===== config.mk =====
export PLATFORM = sky130hd
export DESIGN_NAME = mem_arbiter
export DESIGN_NICKNAME = d
export VERILOG_FILES = /design/src/rtl/mem_arbiter_pkg.sv /design/src/rtl/mem_arb_pick.sv /design/src/rtl/mem_arbiter.sv
export SDC_FILE = /design/constraint.sdc
export NUM_CORES = 1
export LEC_CHECK = 0
export CORE_MARGIN = 4
export CORE_UTILIZATION = 40
export DETAILED_ROUTE_END_ITERATION = 8
export PLACE_DENSITY = 0.92
export SLEW_MARGIN = 20
export SYNTH_ARGS = -nofsm -noshare
export SYNTH_HDL_FRONTEND = slang
export SYNTH_SLANG_ARGS = --single-unit

===== constraint.sdc =====
create_clock -name clk -period 3 [get_ports clk]
set_input_delay 0.6 -clock clk [delete_from_list [all_inputs] [get_ports clk]]
set_output_delay 0.6 -clock clk [all_outputs]
set_load 0.02 [all_outputs]

===== src/rtl/mem_arbiter_pkg.sv =====
// Shared widths, requester/state encodings and address helpers for the memory arbiter.
package mem_arbiter_pkg;

  localparam int unsigned ADDR_WIDTH_DEF   = 32;
  localparam int unsigned VAL_WIDTH_DEF    = 32;
  localparam int unsigned LSB_ID_WIDTH_DEF = 3;
  localparam int unsigned FUNCT3_WIDTH     = 3;
  localparam int unsigned STARVE_LIMIT_DEF = 4;
  localparam int unsigned CNT_WIDTH_DEF    = 3;

  // Instruction fetches are always whole words.
  localparam logic [FUNCT3_WIDTH-1:0] FETCH_FUNCT3 = 3'b010;

  typedef enum logic [1:0] {
    REQ_IF = 2'd0,
    REQ_LD = 2'd1,
    REQ_ST = 2'd2
  } req_id_e;

  typedef enum logic [1:0] {
    S_IDLE  = 2'd0,
    S_ISSUE = 2'd1,
    S_WAIT  = 2'd2,
    S_RESP  = 2'd3
  } arb_state_e;

  // Memory-mapped IO lives in the 0x3xxxx window; takes addr[17:16].
  function automatic logic is_io_addr(input logic [1:0] addr_hi);
    return addr_hi == 2'b11;
  endfunction

endpackage


===== src/rtl/mem_arb_pick.sv =====
// Combinational grant selection: eligibility mask, store>load>fetch, starvation override.
module mem_arb_pick
  import mem_arbiter_pkg::*;
#(
  parameter int unsigned STARVE_LIMIT = STARVE_LIMIT_DEF,
  parameter int unsigned CNT_WIDTH    = CNT_WIDTH_DEF
) (
  input  logic                 if_req,
  input  logic                 ld_req,
  input  logic                 st_req,
  input  logic                 flush,
  input  logic                 io_full,
  input  logic                 st_io,
  input  logic [CNT_WIDTH-1:0] starve_cnt,
  output logic                 grant_valid,
  output logic [1:0]           grant_id
);

  logic if_ok;
  logic ld_ok;
  logic st_ok;

  // Mask out ineligible requesters, then pick the winner.
  always_comb begin
    if_ok       = if_req && !flush;
    ld_ok       = ld_req && !flush;
    st_ok       = st_req && !(io_full && st_io);
    grant_valid = if_ok || ld_ok || st_ok;
    grant_id    = REQ_IF;
    if (if_ok && (starve_cnt >= CNT_WIDTH'(STARVE_LIMIT))) begin
      grant_id = REQ_IF;
    end else if (st_ok) begin
      grant_id = REQ_ST;
    end else if (ld_ok) begin
      grant_id = REQ_LD;
    end
  end

endmodule


===== src/rtl/mem_arbiter.sv =====
// Arbitrates fetch/load/store onto the single memory controller port, one transaction at a time.
module mem_arbiter
  import mem_arbiter_pkg::*;
#(
  parameter int unsigned ADDR_WIDTH   = ADDR_WIDTH_DEF,
  parameter int unsigned VAL_WIDTH    = VAL_WIDTH_DEF,
  parameter int unsigned LSB_ID_WIDTH = LSB_ID_WIDTH_DEF,
  parameter int unsigned STARVE_LIMIT = STARVE_LIMIT_DEF,
  parameter int unsigned CNT_WIDTH    = CNT_WIDTH_DEF
) (
  input  logic                    clk,
  input  logic                    rst_in,
  input  logic                    rdy_in,
  input  logic                    flush,
  input  logic                    io_buffer_full,
  input  logic                    if_req,
  input  logic [ADDR_WIDTH-1:0]   if_addr,
  output logic                    if_done,
  output logic [VAL_WIDTH-1:0]    if_data,
  input  logic                    ld_req,
  input  logic [ADDR_WIDTH-1:0]   ld_addr,
  input  logic [2:0]              ld_type,
  input  logic [LSB_ID_WIDTH-1:0] ld_id,
  output logic                    ld_done,
  output logic [LSB_ID_WIDTH-1:0] ld_id_out,
  output logic [VAL_WIDTH-1:0]    ld_data,
  input  logic                    st_req,
  input  logic [ADDR_WIDTH-1:0]   st_addr,
  input  logic [2:0]              st_type,
  input  logic [VAL_WIDTH-1:0]    st_data,
  output logic                    st_done,
  output logic                    mc_start,
  output logic                    mc_rw,
  output logic [ADDR_WIDTH-1:0]   mc_addr,
  output logic [2:0]              mc_type,
  output logic [VAL_WIDTH-1:0]    mc_wdata,
  input  logic                    mc_done,
  input  logic [VAL_WIDTH-1:0]    mc_rdata,
  output logic                    busy
);

  arb_state_e              state_q, state_d;
  logic [CNT_WIDTH-1:0]    cnt_q, cnt_d;
  logic                    kill_q, kill_d;
  logic [1:0]              gnt_q, gnt_d;
  logic [LSB_ID_WIDTH-1:0] ld_id_q, ld_id_d;
  logic                    mc_start_q, mc_start_d;
  logic                    mc_rw_q, mc_rw_d;
  logic [ADDR_WIDTH-1:0]   mc_addr_q, mc_addr_d;
  logic [2:0]              mc_type_q, mc_type_d;
  logic [VAL_WIDTH-1:0]    mc_wdata_q, mc_wdata_d;
  logic                    if_done_q, if_done_d;
  logic [VAL_WIDTH-1:0]    if_data_q, if_data_d;
  logic                    ld_done_q, ld_done_d;
  logic [VAL_WIDTH-1:0]    ld_data_q, ld_data_d;
  logic [LSB_ID_WIDTH-1:0] ld_id_out_q, ld_id_out_d;
  logic                    st_done_q, st_done_d;
  logic                    busy_q, busy_d;
  logic                    kill_now;
  logic                    grant_valid;
  logic [1:0]              grant_id;

  mem_arb_pick #(
    .STARVE_LIMIT(STARVE_LIMIT),
    .CNT_WIDTH   (CNT_WIDTH)
  ) u_pick (
    .if_req     (if_req),
    .ld_req     (ld_req),
    .st_req     (st_req),
    .flush      (flush),
    .io_full    (io_buffer_full),
    .st_io      (is_io_addr(st_addr[17:16])),
    .starve_cnt (cnt_q),
    .grant_valid(grant_valid),
    .grant_id   (grant_id)
  );

  // Next-state, payload latching, starvation counting and response generation.
  always_comb begin
    state_d     = state_q;
    cnt_d       = cnt_q;
    kill_d      = kill_q;
    gnt_d       = gnt_q;
    ld_id_d     = ld_id_q;
    mc_start_d  = mc_start_q;
    mc_rw_d     = mc_rw_q;
    mc_addr_d   = mc_addr_q;
    mc_type_d   = mc_type_q;
    mc_wdata_d  = mc_wdata_q;
    if_done_d   = if_done_q;
    if_data_d   = if_data_q;
    ld_done_d   = ld_done_q;
    ld_data_d   = ld_data_q;
    ld_id_out_d = ld_id_out_q;
    st_done_d   = st_done_q;
    // Stores are never squashed; fetch/load die on any flush after grant.
    kill_now    = kill_q || (flush && (gnt_q != REQ_ST));

    if (rdy_in) begin
      if_done_d   = 1'b0;
      if_data_d   = '0;
      ld_done_d   = 1'b0;
      ld_data_d   = '0;
      ld_id_out_d = '0;
      st_done_d   = 1'b0;
      if (!if_req) begin
        cnt_d = '0;
      end

      case (state_q)
        S_IDLE: begin
          kill_d = 1'b0;
          if (grant_valid) begin
            state_d    = S_ISSUE;
            mc_start_d = 1'b1;
            gnt_d      = grant_id;
            if (grant_id == REQ_IF) begin
              cnt_d = '0;
            end else if (if_req && (cnt_q < CNT_WIDTH'(STARVE_LIMIT))) begin
              cnt_d = cnt_q + CNT_WIDTH'(1);
            end
            case (grant_id)
              REQ_ST: begin
                mc_rw_d    = 1'b1;
                mc_addr_d  = st_addr;
                mc_type_d  = st_type;
                mc_wdata_d = st_data;
              end
              REQ_LD: begin
                mc_rw_d    = 1'b0;
                mc_addr_d  = ld_addr;
                mc_type_d  = ld_type;
                mc_wdata_d = '0;
                ld_id_d    = ld_id;
              end
              default: begin
                mc_rw_d    = 1'b0;
                mc_addr_d  = if_addr;
                mc_type_d  = FETCH_FUNCT3;
                mc_wdata_d = '0;
              end
            endcase
          end
        end
        S_ISSUE: begin
          mc_start_d = 1'b0;
          kill_d     = kill_now;
          state_d    = S_WAIT;
        end
        S_WAIT: begin
          kill_d = kill_now;
          if (mc_done) begin
            state_d = S_RESP;
            if (!kill_now) begin
              case (gnt_q)
                REQ_ST: st_done_d = 1'b1;
                REQ_LD: begin
                  ld_done_d   = 1'b1;
                  ld_data_d   = mc_rdata;
                  ld_id_out_d = ld_id_q;
                end
                REQ_IF: begin
                  if_done_d = 1'b1;
                  if_data_d = mc_rdata;
                end
                default: ;
              endcase
            end
          end
        end
        S_RESP: begin
          kill_d  = 1'b0;
          state_d = S_IDLE;
        end
        default: state_d = S_IDLE;
      endcase
    end

    busy_d = (state_d != S_IDLE);
  end

  // State and output registers with synchronous reset.
  always_ff @(posedge clk) begin
    if (rst_in) begin
      state_q     <= S_IDLE;
      cnt_q       <= '0;
      kill_q      <= 1'b0;
      gnt_q       <= REQ_IF;
      ld_id_q     <= '0;
      mc_start_q  <= 1'b0;
      mc_rw_q     <= 1'b0;
      mc_addr_q   <= '0;
      mc_type_q   <= '0;
      mc_wdata_q  <= '0;
      if_done_q   <= 1'b0;
      if_data_q   <= '0;
      ld_done_q   <= 1'b0;
      ld_data_q   <= '0;
      ld_id_out_q <= '0;
      st_done_q   <= 1'b0;
      busy_q      <= 1'b0;
    end else begin
      state_q     <= state_d;
      cnt_q       <= cnt_d;
      kill_q      <= kill_d;
      gnt_q       <= gnt_d;
      ld_id_q     <= ld_id_d;
      mc_start_q  <= mc_start_d;
      mc_rw_q     <= mc_rw_d;
      mc_addr_q   <= mc_addr_d;
      mc_type_q   <= mc_type_d;
      mc_wdata_q  <= mc_wdata_d;
      if_done_q   <= if_done_d;
      if_data_q   <= if_data_d;
      ld_done_q   <= ld_done_d;
      ld_data_q   <= ld_data_d;
      ld_id_out_q <= ld_id_out_d;
      st_done_q   <= st_done_d;
      busy_q      <= busy_d;
    end
  end

  // A pending start is only presented to the controller while enabled.
  assign mc_start  = mc_start_q && rdy_in;
  assign mc_rw     = mc_rw_q;
  assign mc_addr   = mc_addr_q;
  assign mc_type   = mc_type_q;
  assign mc_wdata  = mc_wdata_q;
  assign if_done   = if_done_q;
  assign if_data   = if_data_q;
  assign ld_done   = ld_done_q;
  assign ld_data   = ld_data_q;
  assign ld_id_out = ld_id_out_q;
  assign st_done   = st_done_q;
  assign busy      = busy_q;

endmodule

# Word level (Yosys, flattened, before mapping)
# Cells that the tools add are included.
# op_classes
n_reduce_logical,23
eq_ne,10
addsub,1
n_lt_le_gt_ge,2
muxes,43
# ops
cell,count
two-way mux 32 bit,9
case mux 32 bit (2 select lines),1
two-way mux 3 bit,9
two-way mux 1 bit,15
"== test 2 bit, second input constant",5
two-way mux 2 bit,5
logical AND 1 bit,8
case mux 2 bit (4 select lines),1
"== test 2 x 1 -> 1 bit, second input constant",3
zero test 2 bit,3
case mux 3 bit (2 select lines),1
AND reduction 3 bit,2
"inequality test 2 bit, second input constant",2
case mux 1 bit (2 select lines),2
AND reduction 4 bit,1
nonzero test 2 bit,2
OR reduction 2 bit,2
"adder 3 x 1 -> 3 bit, second input constant",1
"greater-or-equal comparator 3 bit, second input constant",1
logical OR 1 bit,3
"less-than comparator 3 bit, second input constant",1
zero test 1 bit,2
# word_totals
regBits,151
output_inout_bits,140
elab_cells,96
in_bits,178

# Longest topological paths before layout
# Gate-level depths: netlist of the first run.
# logic_depth
depth_word,10
ltp_mapped,11
mapped_depth_nobuf,9

# By module
# From an unflattened synthesis of the first run, not the netlist that was laid out.
# unflattened
hier_cells,636
hier_area_um2,5916.9
# by_module_without_submodules
module,area_per_inst_um2,n_inst,cells_per_inst
mem_arbiter,5876.9,1,630
mem_arb_pick,40.0,1,6

# Least setup slack after synthesis of the first run
# OpenSTA, ideal clock, no wires.
# synth_timing
path_kind,input -> register
startpoint,input flush
endpoint,register ld_id_q[0]
setup_ns,0.132
t_arrival_ns,2.282
n_path_buf,3
path_stages,9
path_slack_ns,0.586
required_ns,2.868
cell_sequence,buf_6 -> nand2b_1 -> a221oi_1 -> ha_1 -> clkbuf_1 -> buf_2 -> inv_1 -> o31ai_1 -> a21oi_1
# synth_between
elab_chain_cells,7
word_cells_on_any_way,11
# synth_lines
item,line,text
start: declaration,mem_arbiter.sv:14,"input logic flush,"
zero test 1 bit (*),"mem_arb_pick.sv:25, mem_arb_pick.sv:26",
logical AND 1 bit,mem_arb_pick.sv:26,ld_ok = ld_req && !flush;
two-way mux 1 bit,mem_arb_pick.sv:34,end else if (ld_ok) begin
two-way mux 2 bit,mem_arb_pick.sv:32,end else if (st_ok) begin
two-way mux 2 bit,mem_arb_pick.sv:30,if (if_ok && (starve_cnt >= CNT_WIDTH'(STARVE_LIMIT))) begin
== test 2 x 1 -> 1 bit,mem_arbiter.sv:122,case (grant_id)
AND reduction 4 bit (no line) (*),-,
end signal: assignment,mem_arbiter.sv:207,ld_id_q <= ld_id_d;
end: declaration,mem_arbiter.sv:46,"logic [LSB_ID_WIDTH-1:0] ld_id_q, ld_id_d;"
# Mark *: on every way between the ends. The rest lies on a longest branch, timed or not.
# A chain may end at the register's enable or synchronous reset.

# Final worst setup path of the first run
# layout_timing
startpoint,input st_addr[16]
endpoint,register mc_type_q[2] (netlist: mc_type[2])
# layout_between
elab_chain_cells,8
word_cells_on_any_way,11
# layout_lines
item,line,text
start: declaration,mem_arbiter.sv:28,"input logic [ADDR_WIDTH-1:0] st_addr,"
== test 2 bit (*),mem_arbiter_pkg.sv:29,return addr_hi == 2'b11;
logical AND 1 bit (*),mem_arb_pick.sv:27,st_ok = st_req && !(io_full && st_io);
zero test 1 bit (*),mem_arb_pick.sv:27,
logical AND 1 bit (*),mem_arb_pick.sv:27,
two-way mux 2 bit,mem_arb_pick.sv:32,
two-way mux 2 bit,mem_arb_pick.sv:30,
== test 2 x 1 -> 1 bit or == test 2 bit (tied branches),mem_arbiter.sv:122,
case mux 3 bit (2 select lines),mem_arbiter.sv:122,
end signal: assignment,mem_arbiter.sv:211,mc_type_q <= mc_type_d;
end: declaration,mem_arbiter.sv:50,"logic [2:0] mc_type_q, mc_type_d;"
# Marked as above.

==> run metrics, run 1 <==
status finished clean; Ant. Diodes 0; fin worst setup slack approximately 0.49 ns; Worst Path Required approximately 3.4 ns; Min Hold Slack 0.472 ns; utilization after layout roughly two thirds; Clock Path Buffers 2; area grow syn2layout 62.8%; CTS resizes 0; DR vias/cell approximately 5.6; Setup crit end kind register; placed instance area approximately 10000 um2; critical path cell sequence clkdlybuf4s50_1, nand3_1, a221oi_1, ha_1, buf_12, a22oi_1, or4_1, a21oi_1; post-synthesis adder-cell area fraction 1.19%; CP max FO 28; clk_skew roughly 0.015 ns; Slowest cell on crit path clkdlybuf4s50_1; number of flops mapped to enable cells by yosys 0; f_max just under 400 MHz; Most used DFF post-synth dfxtp_1; Critical Path Start Type primary input; DR pass1 iterations 5; setup tns final 0 ns; Final setup viols 0; synthesized area about 6300 um2; Clock transition at path regs 0.07 ns; post-placement setup slack a little over 0.08 ns; share of layout cells above drive strength 1 6.58%; residual DRC count 0; top cells by area, synth dfxtp_1 (48%), a22oi_1 (12%), o21ai_0 (8.3%); worst ir drop on vdd approximately 0.00041 V; DRT Wirelength 22700 um; most frequent cells after synthesis dfxtp_1 (151), o21ai_0 (105), a22oi_1 (101); cell count after synthesis roughly 760; complex-gate fraction of the synthesized area 29.5%; period utilization between 80 and 90%; library cells used by synthesis 43; worst-margin pin slew 0.706 ns; htree depth 4; largest net degree at the start of global routing 73; dpl cells 1228; DR vias 7015; pwr/cell area between 400 and 500 nW/um2; CTS hold repair buffers 0; top-count cell post-synth dfxtp_1; xor/xnor cell area share of the yosys netlist 0%; clock sinks ~150; Clock Latency Late Sink 0.43 ns; vias in the first global route between 6k and 7k; share of the synthesized area in the top cell type 47.8%; Die ar. 17900 um2; ANT nets after route 0; post-synthesis net count 939; critical path class primary input to register; row count 45; synthesized flop and latch total ~150; Syn Area/Cell 8.37 um2; Pleak between 3 and 4 nW; Iter 0 DRT Violations between 400 and 500; detailed placement HPWL around 16000 um; first-pass GRT wire length 34900 um; initial antenna violation count 0; Max Cap Viol 0; cell taking the most area after synthesis dfxtp_1; Tot Pwr 5.10 mW; Seq/Total Area, Yosys between 40 and 50%; routed len/inst about 18 um; main combinational cell family by area after synthesis compound AO/OA/AOI/OAI gates; Finished Layout Cells 1260; post-route cell area between 10000 and 15000 um2; delay of the slowest cell on the worst path roughly 0.54 ns; TritonCTS clock tree done; asr flop ratio synth 0%; setup repair bufs after CTS 0; root buf cell clkbuf_16; GRT Util Overall between 20% and 30%; worst min path class register to register; Core Area approximately 15000 um2; Arr. time, crit path 2.87 ns; RSZ-0062 raised after global routing false; IO Port Bufs about 320; Max Slew Vio Count 0; multiplexer share of the synthesized area 0.337%; yosys warns 0; Tmin final 2.51 ns; simple-gate portion of the synthesized area around 15%; Nets roughly 1.2k; initial core utilization 41.3%; chip height 134 um; Final Hold Vio Count 0; total grt overflow 0; slew margin rel. between 50% and 60%; RePlAce Congestion 0.899; Inserted Clock Buffers 17; chip width about 130 um; Ports roughly 320
-- registers in the layout, indices dropped and copies added (netlist names), 3 cells and up --
| name | cells |
|---|---|
| mc_addr | 32 |
| ld_data | 32 |
| ld_id_out | 3 |
| mc_wdata | 32 |
| cnt_q | 3 |
| mc_type | 3 |
| if_data | 32 |
| ld_id_q | 3 |
-- cell families (layout without fill, tap and decap cells) --
kind of cell             after synthesis  in the layout
AO/OA/AOI/OAI                        304            304
adder cells (fa/ha/maj)                6              6
buffers and inverters                 93            387
flip-flops                           151            151
multiplexers                           2              2
AND/OR/NAND/NOR                      199            199
-- worst max-delay path: cells and delay by family --
kind	cells	cell delay, ns
buffers and inverters	2	0.74
and+or+nand+nor	2	0.57
AOI/OAI and AO/OA	3	0.64
adders and majority gates	1	0.31
-- layer usage --
metal  part of all wire, %  global-route usage (%)
met1                    38                    28.3
met2                    49                    41.1
met3                   9.7                    9.37
met4                   2.9                    8.74
met5                     0                       0
-- cell type report --
cell class | instances | area [um2]
well taps | 211 | 264
multi-input cells | 511 | 2930
flip-flops and latches | 151 | 3020
inverters | 11 | 41.3
fillers | 1216 | 5030
clock inverters | 14 | 139
clock buffers | 18 | 429
repair buffers | 344 | 3460
-- placed cells by master (no fill, tap or decap), types with 17 or more instances in the layout --
cell | netlist | layout
nand4_1 | 36 | 36
nand3_1 | 36 | 36
a21oi_1 | 79 | 79
clkdlybuf4s50_1 | 0 | 316
a22oi_1 | 101 | 101
dfxtp_1 | 151 | 151
nand2_1 | 37 | 36
clkbuf_16 | 0 | 17
o21ai_0 | 105 | 105
nor2_1 | 77 | 76
buf_4 | 3 | 21
-- report_power, final --
group          switching, mW  internal (mW)
registers             0.0320           2.07
logic                  0.486          0.441
clock network          0.909           1.17
total                   1.43           3.67
-- worst paths after layout --
kind                                           startpoint  depth (start not counted)                         to  slack (ns)
worst max-delay path                          st_addr[16]                          8    mc_type[2]$_SDFFE_PP0P_        0.49
worst min-delay path            mc_wdata[12]$_SDFFE_PP0P_                          2  mc_wdata[12]$_SDFFE_PP0P_        0.47
worst max register to register      cnt_q[2]$_SDFFE_PP0P_                          7    mc_type[2]$_SDFFE_PP0P_        0.95
worst min register to register  mc_wdata[12]$_SDFFE_PP0P_                          2  mc_wdata[12]$_SDFFE_PP0P_        0.47
(Power assumes the default switching activity.)
==> inputs of run 2 (changes only) <==
==> constraint.sdc (replaced) <==
create_clock -name clk -period 2.4 [get_ports clk]
set_input_delay 0.48 -clock clk [delete_from_list [all_inputs] [get_ports clk]]
set_output_delay 0.48 -clock clk [all_outputs]
set_load 0.02 [all_outputs]
==> run metrics, run 2 (synthesized netlist as in run 1, its figures left out) <==
residual DRC count 0 (unchanged); DR vias 7113 (+1.4%); share of layout cells above drive strength 1 8.26% (+1.7 points); Core Area 15300 um2 (unchanged); Arr. time, crit path 2.68 ns (-0.19 ns); Max Cap Viol 0 (unchanged); worst-margin pin slew 0.544 ns (-0.163 ns); area grow syn2layout 66.3%; ANT nets after route 0 (unchanged); critical path class primary input to register; Critical Path Start Type primary input; status finished clean; most common cell after layout, fill and taps aside clkdlybuf4s50_1; Ports 318 (unchanged); DR vias/cell 5.57 (about the same); vias in the first global route 6872 (+2.6%); slew margin rel. 63.7% (+11 points); combinational power share 18.2% (about the same); post-placement setup slack -0.384 ns (-0.464 ns); chip width 134 um (unchanged); Worst Path Required 2.74 ns (-0.62 ns); Tmin final 2.34 ns; period utilization 97.5%; setup repair bufs after CTS 0 (unchanged); Iter 0 DRT Violations 495 (+1.9%); Crit path max-delay family simple AND/OR/NAND/NOR gates; Clock Latency Late Sink 0.41 ns (-0.02 ns); Slowest cell on crit path or4_1; Clock Path Buffers 2 (unchanged); Max Slew Vio Count 0 (unchanged); critical path cell sequence clkdlybuf4s50_1, and3_1, nor2_1, o21ai_1, ha_1, buf_12, or4_1, a21oi_1; Nets 1237 (+1.4%); Ant. Diodes 0 (unchanged); initial core utilization 41.3% (unchanged); worst ir drop on vdd 0.000493 V (+20%); clock sinks 151 (unchanged); Reg power frac 39.8% (-1.3 points); root buf cell clkbuf_16; Buf+Inv Stages, Crit Path 2 (unchanged); Switch Pwr 1.77 mW (+24%); f_max 427 MHz; DR pass1 iterations 6 (+1); pwr/cell area 628 nW/um2 (+27%); Setup crit end kind register; GRT Util Overall 24.7% (+0.32 points); TritonCTS clock tree done; routed len/inst 18.1 um (+0.71%); Sw Share 26.8% (-1.1 points); first-pass GRT wire length 35500 um (+1.5%); P_int 4.83 mW (+31%); Die ar. 17900 um2 (unchanged); IO Port Bufs 317 (unchanged); utilization after layout 68.6% (+1.4 points); CP max FO 13 (-54%); Tot Pwr 6.60 mW (+29%); Pleak 3.69 nW (+3.0%); row count 45 (unchanged); delay of the slowest cell on the worst path 0.51 ns (-0.03 ns); Inserted Clock Buffers 17 (unchanged); power share of the clock group 42.0% (+1.3 points); most frequent cells in the layout clkdlybuf4s50_1 (316), dfxtp_1 (151), o21ai_0 (102), a22oi_1 (101), a21oi_1 (79); CTS hold repair buffers 0 (unchanged); clk_skew 0.00817 ns (-0.00637 ns); DRT Wirelength 23200 um (+2.1%); initial antenna violation count 0 (unchanged); setup tns final 0 ns (unchanged); chip height 134 um (unchanged); worst min path class primary input to register; detailed placement HPWL 17200 um (+4.4%); Clock transition at path regs 0.06 ns (about the same); largest net degree at the start of global routing 56 (-23%); Final setup viols 0 (unchanged); total grt overflow 0 (unchanged); fin worst setup slack 0.0607 ns (-0.425 ns); RePlAce Congestion 0.922 (+2.5%); htree depth 4 (unchanged); Final Hold Vio Count 0 (unchanged)
run 2: path summary, 6_finish.rpt:
path,slack (ns),startpoint,end,depth (start not counted)
min reg2reg,0.46,st_done$_SDFFE_PP0P_,st_done$_SDFFE_PP0P_,2
min,0.45,rst_in,if_data[9]$_SDFFE_PP0P_,2
max reg2reg,0.46,cnt_q[2]$_SDFFE_PP0P_,mc_type[2]$_SDFFE_PP0P_,6
max,0.06,st_addr[17],mc_type[2]$_SDFFE_PP0P_,8
run 2: layout make-up:
cell class,count,area [um2]
Timing Repair Buffer,361,3630
Clock buffer,17,425
Multi-Input combinational cell,511,2940
Fill cell,1201,4800
Inverter,11,41.3
Clock inverter,15,189
Sequential cell,151,3020
Tap cell,211,264
run 2: power by group through the flow:
stage	clock network (mW)	logic, mW	registers [mW]
2_1_floorplan	0	0.446	2.75
3_3_place_gp	0	1.18	2.67
3_5_place_dp	0	1.19	2.68
4_1_cts	2.82	1.20	2.62
5_1_grt	2.93	1.29	2.63
6_report	2.77	1.20	2.62
run 2: layer usage:
metal	track usage [%]	wire length, um
met3	8.19	2200
met5	0	0
met2	43.1	11600
met1	28.1	8810
met4	9.31	597
run 2: repair_timing:
action                                  in CTS  in global routing
endpoints found under the setup margin       0                 65
endpoints found under the hold margin        0                  0
resized for setup                            0                  5
run 2: through the flow:
step                instance area (um2)  hold slack [ns]  instances
floorplan                          6320            0.446        755
global placement                   9890            0.449       1245
detailed placement                 9890            0.458       1245
CTS                               10500            0.427       1277
global route                      10500            0.450       1277
finish                            10500            0.449       1277
==> inputs of run 3 (changes only) <==
--- a/config.mk
+++ b/config.mk
@@ -5,10 +5,11 @@
 export SDC_FILE = /design/constraint.sdc
 export NUM_CORES = 1
 export LEC_CHECK = 0
+export ABC_AREA = 1
 export CORE_MARGIN = 4
 export CORE_UTILIZATION = 40
 export DETAILED_ROUTE_END_ITERATION = 8
-export PLACE_DENSITY = 0.92
+export PLACE_DENSITY = 0.93
 export SLEW_MARGIN = 20
 export SYNTH_ARGS = -nofsm -noshare
 export SYNTH_HDL_FRONTEND = slang
==> run metrics, run 3 <==
slew margin rel. 66.0% (+2.2 points); Max Slew Vio Count 0 (unchanged); Ports 318 (unchanged); number of flops mapped to enable cells by yosys 0 (unchanged); Final Hold Vio Count 0 (unchanged); r2r endpoint mc_wdata[28]$_SDFFE_PP0P_; Setup crit end kind output port; most common cell after layout, fill and taps aside clkdlybuf4s50_1; worst-margin pin slew 0.510 ns (-0.0334 ns); Pleak 3.61 nW (-2.1%); most frequent cells in the layout clkdlybuf4s50_1 (316), nand2_1 (259), dfxtp_1 (151), a21oi_1 (116), nand3_1 (44); pwr/cell area 630 nW/um2 (+0.35%); synthesized area 6190 um2 (-2.1%); ANT nets after route 0 (unchanged); Clock Latency Late Sink 0.42 ns (about the same); critical path class primary input to output port; fin worst setup slack 0.236 ns (+0.175 ns); CTS hold repair buffers 0 (unchanged); Most used DFF post-synth dfxtp_1; simple-gate portion of the synthesized area 21.4% (+6.4 points); Ant. Diodes 0 (unchanged); xor/xnor cell area share of the yosys netlist 0% (unchanged); FILL cells 1199 (-0.17%); RSZ-0062 raised after global routing false; TritonCTS clock tree done; total grt overflow 0 (unchanged); root buf cell clkbuf_16; Max Cap Viol 0 (unchanged); Iter 0 DRT Violations 450 (-9.1%); top cells by area, synth dfxtp_1 (49%), nand2_1 (16%), a21oi_1 (9.4%); largest net degree at the start of global routing 77 (+38%); first-pass GRT wire length 32500 um (-8.4%); clock sinks 151 (unchanged); setup repair bufs after CTS 0 (unchanged); Die ar. 17500 um2 (-1.9%); detailed placement HPWL 15500 um (-10%); period utilization 90.2% (-7.3 points); initial core utilization 40.7% (-0.55 points); DR vias/cell 5.24 (-5.9%); chip height 132 um (-0.98%); synthesized flop and latch total 151 (unchanged); Worst Setup EP mc_start; status finished clean; area grow syn2layout 63.1%; residual DRC count 0 (unchanged); worst setup path startpoint rdy_in; Inserted Clock Buffers 17 (unchanged); RePlAce Congestion 0.833 (-9.6%); Arr. time, crit path 1.68 ns (-1.00 ns); most frequent cells after synthesis nand2_1 (259), dfxtp_1 (151), a21oi_1 (116); post-synthesis adder-cell area fraction 1.21% (+0.025 points); dpl cells 1255 (+0.80%); DR pass1 iterations 5 (-1); multiplexer share of the synthesized area 0% (-0.34 points); f_max 462 MHz (+8.1%); library cells used by synthesis 31 (-28%); setup tns final 0 ns (unchanged); Clock Path Buffers 2 (unchanged); r2r setup slk 0.62 ns (+0.16 ns); post-synthesis net count 978 (+4.2%); DR vias 6743 (-5.2%); Syn Area/Cell 7.79 um2 (-6.9%); complex-gate fraction of the synthesized area 21.2% (-8.3 points); CP max FO 2 (-11); Tmin final 2.16 ns (-0.175 ns); Multi-input gate area 2720 um2 (-7.6%); vias in the first global route 6603 (-3.9%); Seq/Total Area, Yosys 48.8% (+1.0 points); Final setup viols 0 (unchanged); Worst Path Required 1.92 ns (-0.82 ns); DRT Wirelength 20900 um (-9.7%); worst ir drop on vdd 0.000433 V (-12%); routed len/inst 16.2 um (-10%); htree depth 4 (unchanged); post-placement setup slack -0.0176 ns (+0.366 ns); Clock transition at path regs 0.06 ns (about the same); Critical Path Start Type primary input; IO Port Bufs 317 (unchanged); GRT Util Overall 22.8% (-1.9 points); Finished Layout Cells 1287 (+0.78%); initial antenna violation count 0 (unchanged); top-count cell post-synth nand2_1; share of the synthesized area in the top cell type 48.8% (+1.0 points); Min Hold Slack 0.463 ns (+0.0137 ns); Core Area 15200 um2 (-0.74%); worst min path class register to register; chip width 132 um (-0.98%); main combinational cell family by area after synthesis simple AND/OR/NAND/NOR gates; cell count after synthesis 794 (+5.2%); RR Startpoint cnt_q[2]$_SDFFE_PP0P_; row count 45 (unchanged); CTS resizes 0 (unchanged); Nets 1270 (+2.7%); asr flop ratio synth 0% (unchanged); share of layout cells above drive strength 1 6.01% (-2.2 points); yosys warns 0 (unchanged); worst reg2reg path depth 9 (+3); cell taking the most area after synthesis dfxtp_1; Sequential Area 3020 um2 (unchanged); clk_skew 0.0117 ns (+0.00351 ns)
-- run 3: layer usage --
metal | track usage (%) | vias up | routed length, um | part of all wire [%]
li1 | - | 3266 | - | -
met1 | 23.8 | 3111 | 7480 | 36
met2 | 41.6 | 314 | 10800 | 52
met3 | 7.48 | 52 | 1900 | 9.1
met4 | 9.87 | 0 | 673 | 3.2
met5 | 0 | - | 0 | 0
-- run 3: through the flow --
step | cell area (um2) | total power [mW] | util (%)
final | 10100 | 6.36 | 66.4
after detailed placement | 9530 | 3.89 | 62.7
after floorplan | 6190 | 3.26 | -
after global routing | 10100 | 6.62 | 66.4
after global placement | 9530 | 3.87 | 62.7
after CTS | 10100 | 6.42 | 66.4
-- run 3: worst min path at each step --
stage | start | end | depth (start not counted)
CTS | ld_data[0]$_SDFFE_PP0P_ | ld_data[0]$_SDFFE_PP0P_ | 2
detailed placement | ld_data[0]$_SDFFE_PP0P_ | ld_data[0]$_SDFFE_PP0P_ | 2
global placement | mc_wdata[26]$_SDFFE_PP0P_ | mc_wdata[26]$_SDFFE_PP0P_ | 2
floorplan | ld_id_q[0]$_SDFFE_PP0P_ | ld_id_out[0]$_SDFFE_PP0P_ | 2
finish | ld_data[7]$_SDFFE_PP0P_ | ld_data[7]$_SDFFE_PP0P_ | 2
global route | ld_data[13]$_SDFFE_PP0P_ | ld_data[13]$_SDFFE_PP0P_ | 2
-- run 3: cell families (layout without fill, tap and decap cells) --
group                      Yosys count  count (layout)
AOI/OAI and AO/OA                  227             227
adders and majority gates            6               6
buffers and inverters               88             393
DFF                                151             151
and+or+nand+nor                    322             322
-- run 3: layout make-up --
class	instances	area share, %
repair buffers	339	34.4
flip-flops and latches	151	29.9
multi-input cells	555	26.9
clock buffers	19	4.49
well taps	188	2.33
clock inverters	13	1.10
inverters	22	0.818
-- run 3: power by group --
| group | switching (mW) | internal (mW) | total, mW |
|---|---|---|---|
| Combinational | 0.574 | 0.598 | 1.17 |
| Clock | 1.11 | 1.41 | 2.52 |
| Sequential | 0.0569 | 2.61 | 2.66 |
-- run 3: critical path, cell delays in order --
cell             delay, ns
clkdlybuf4s50_1       0.48
nand2_1               0.05
inv_1                 0.05
clkdlybuf4s50_1       0.62
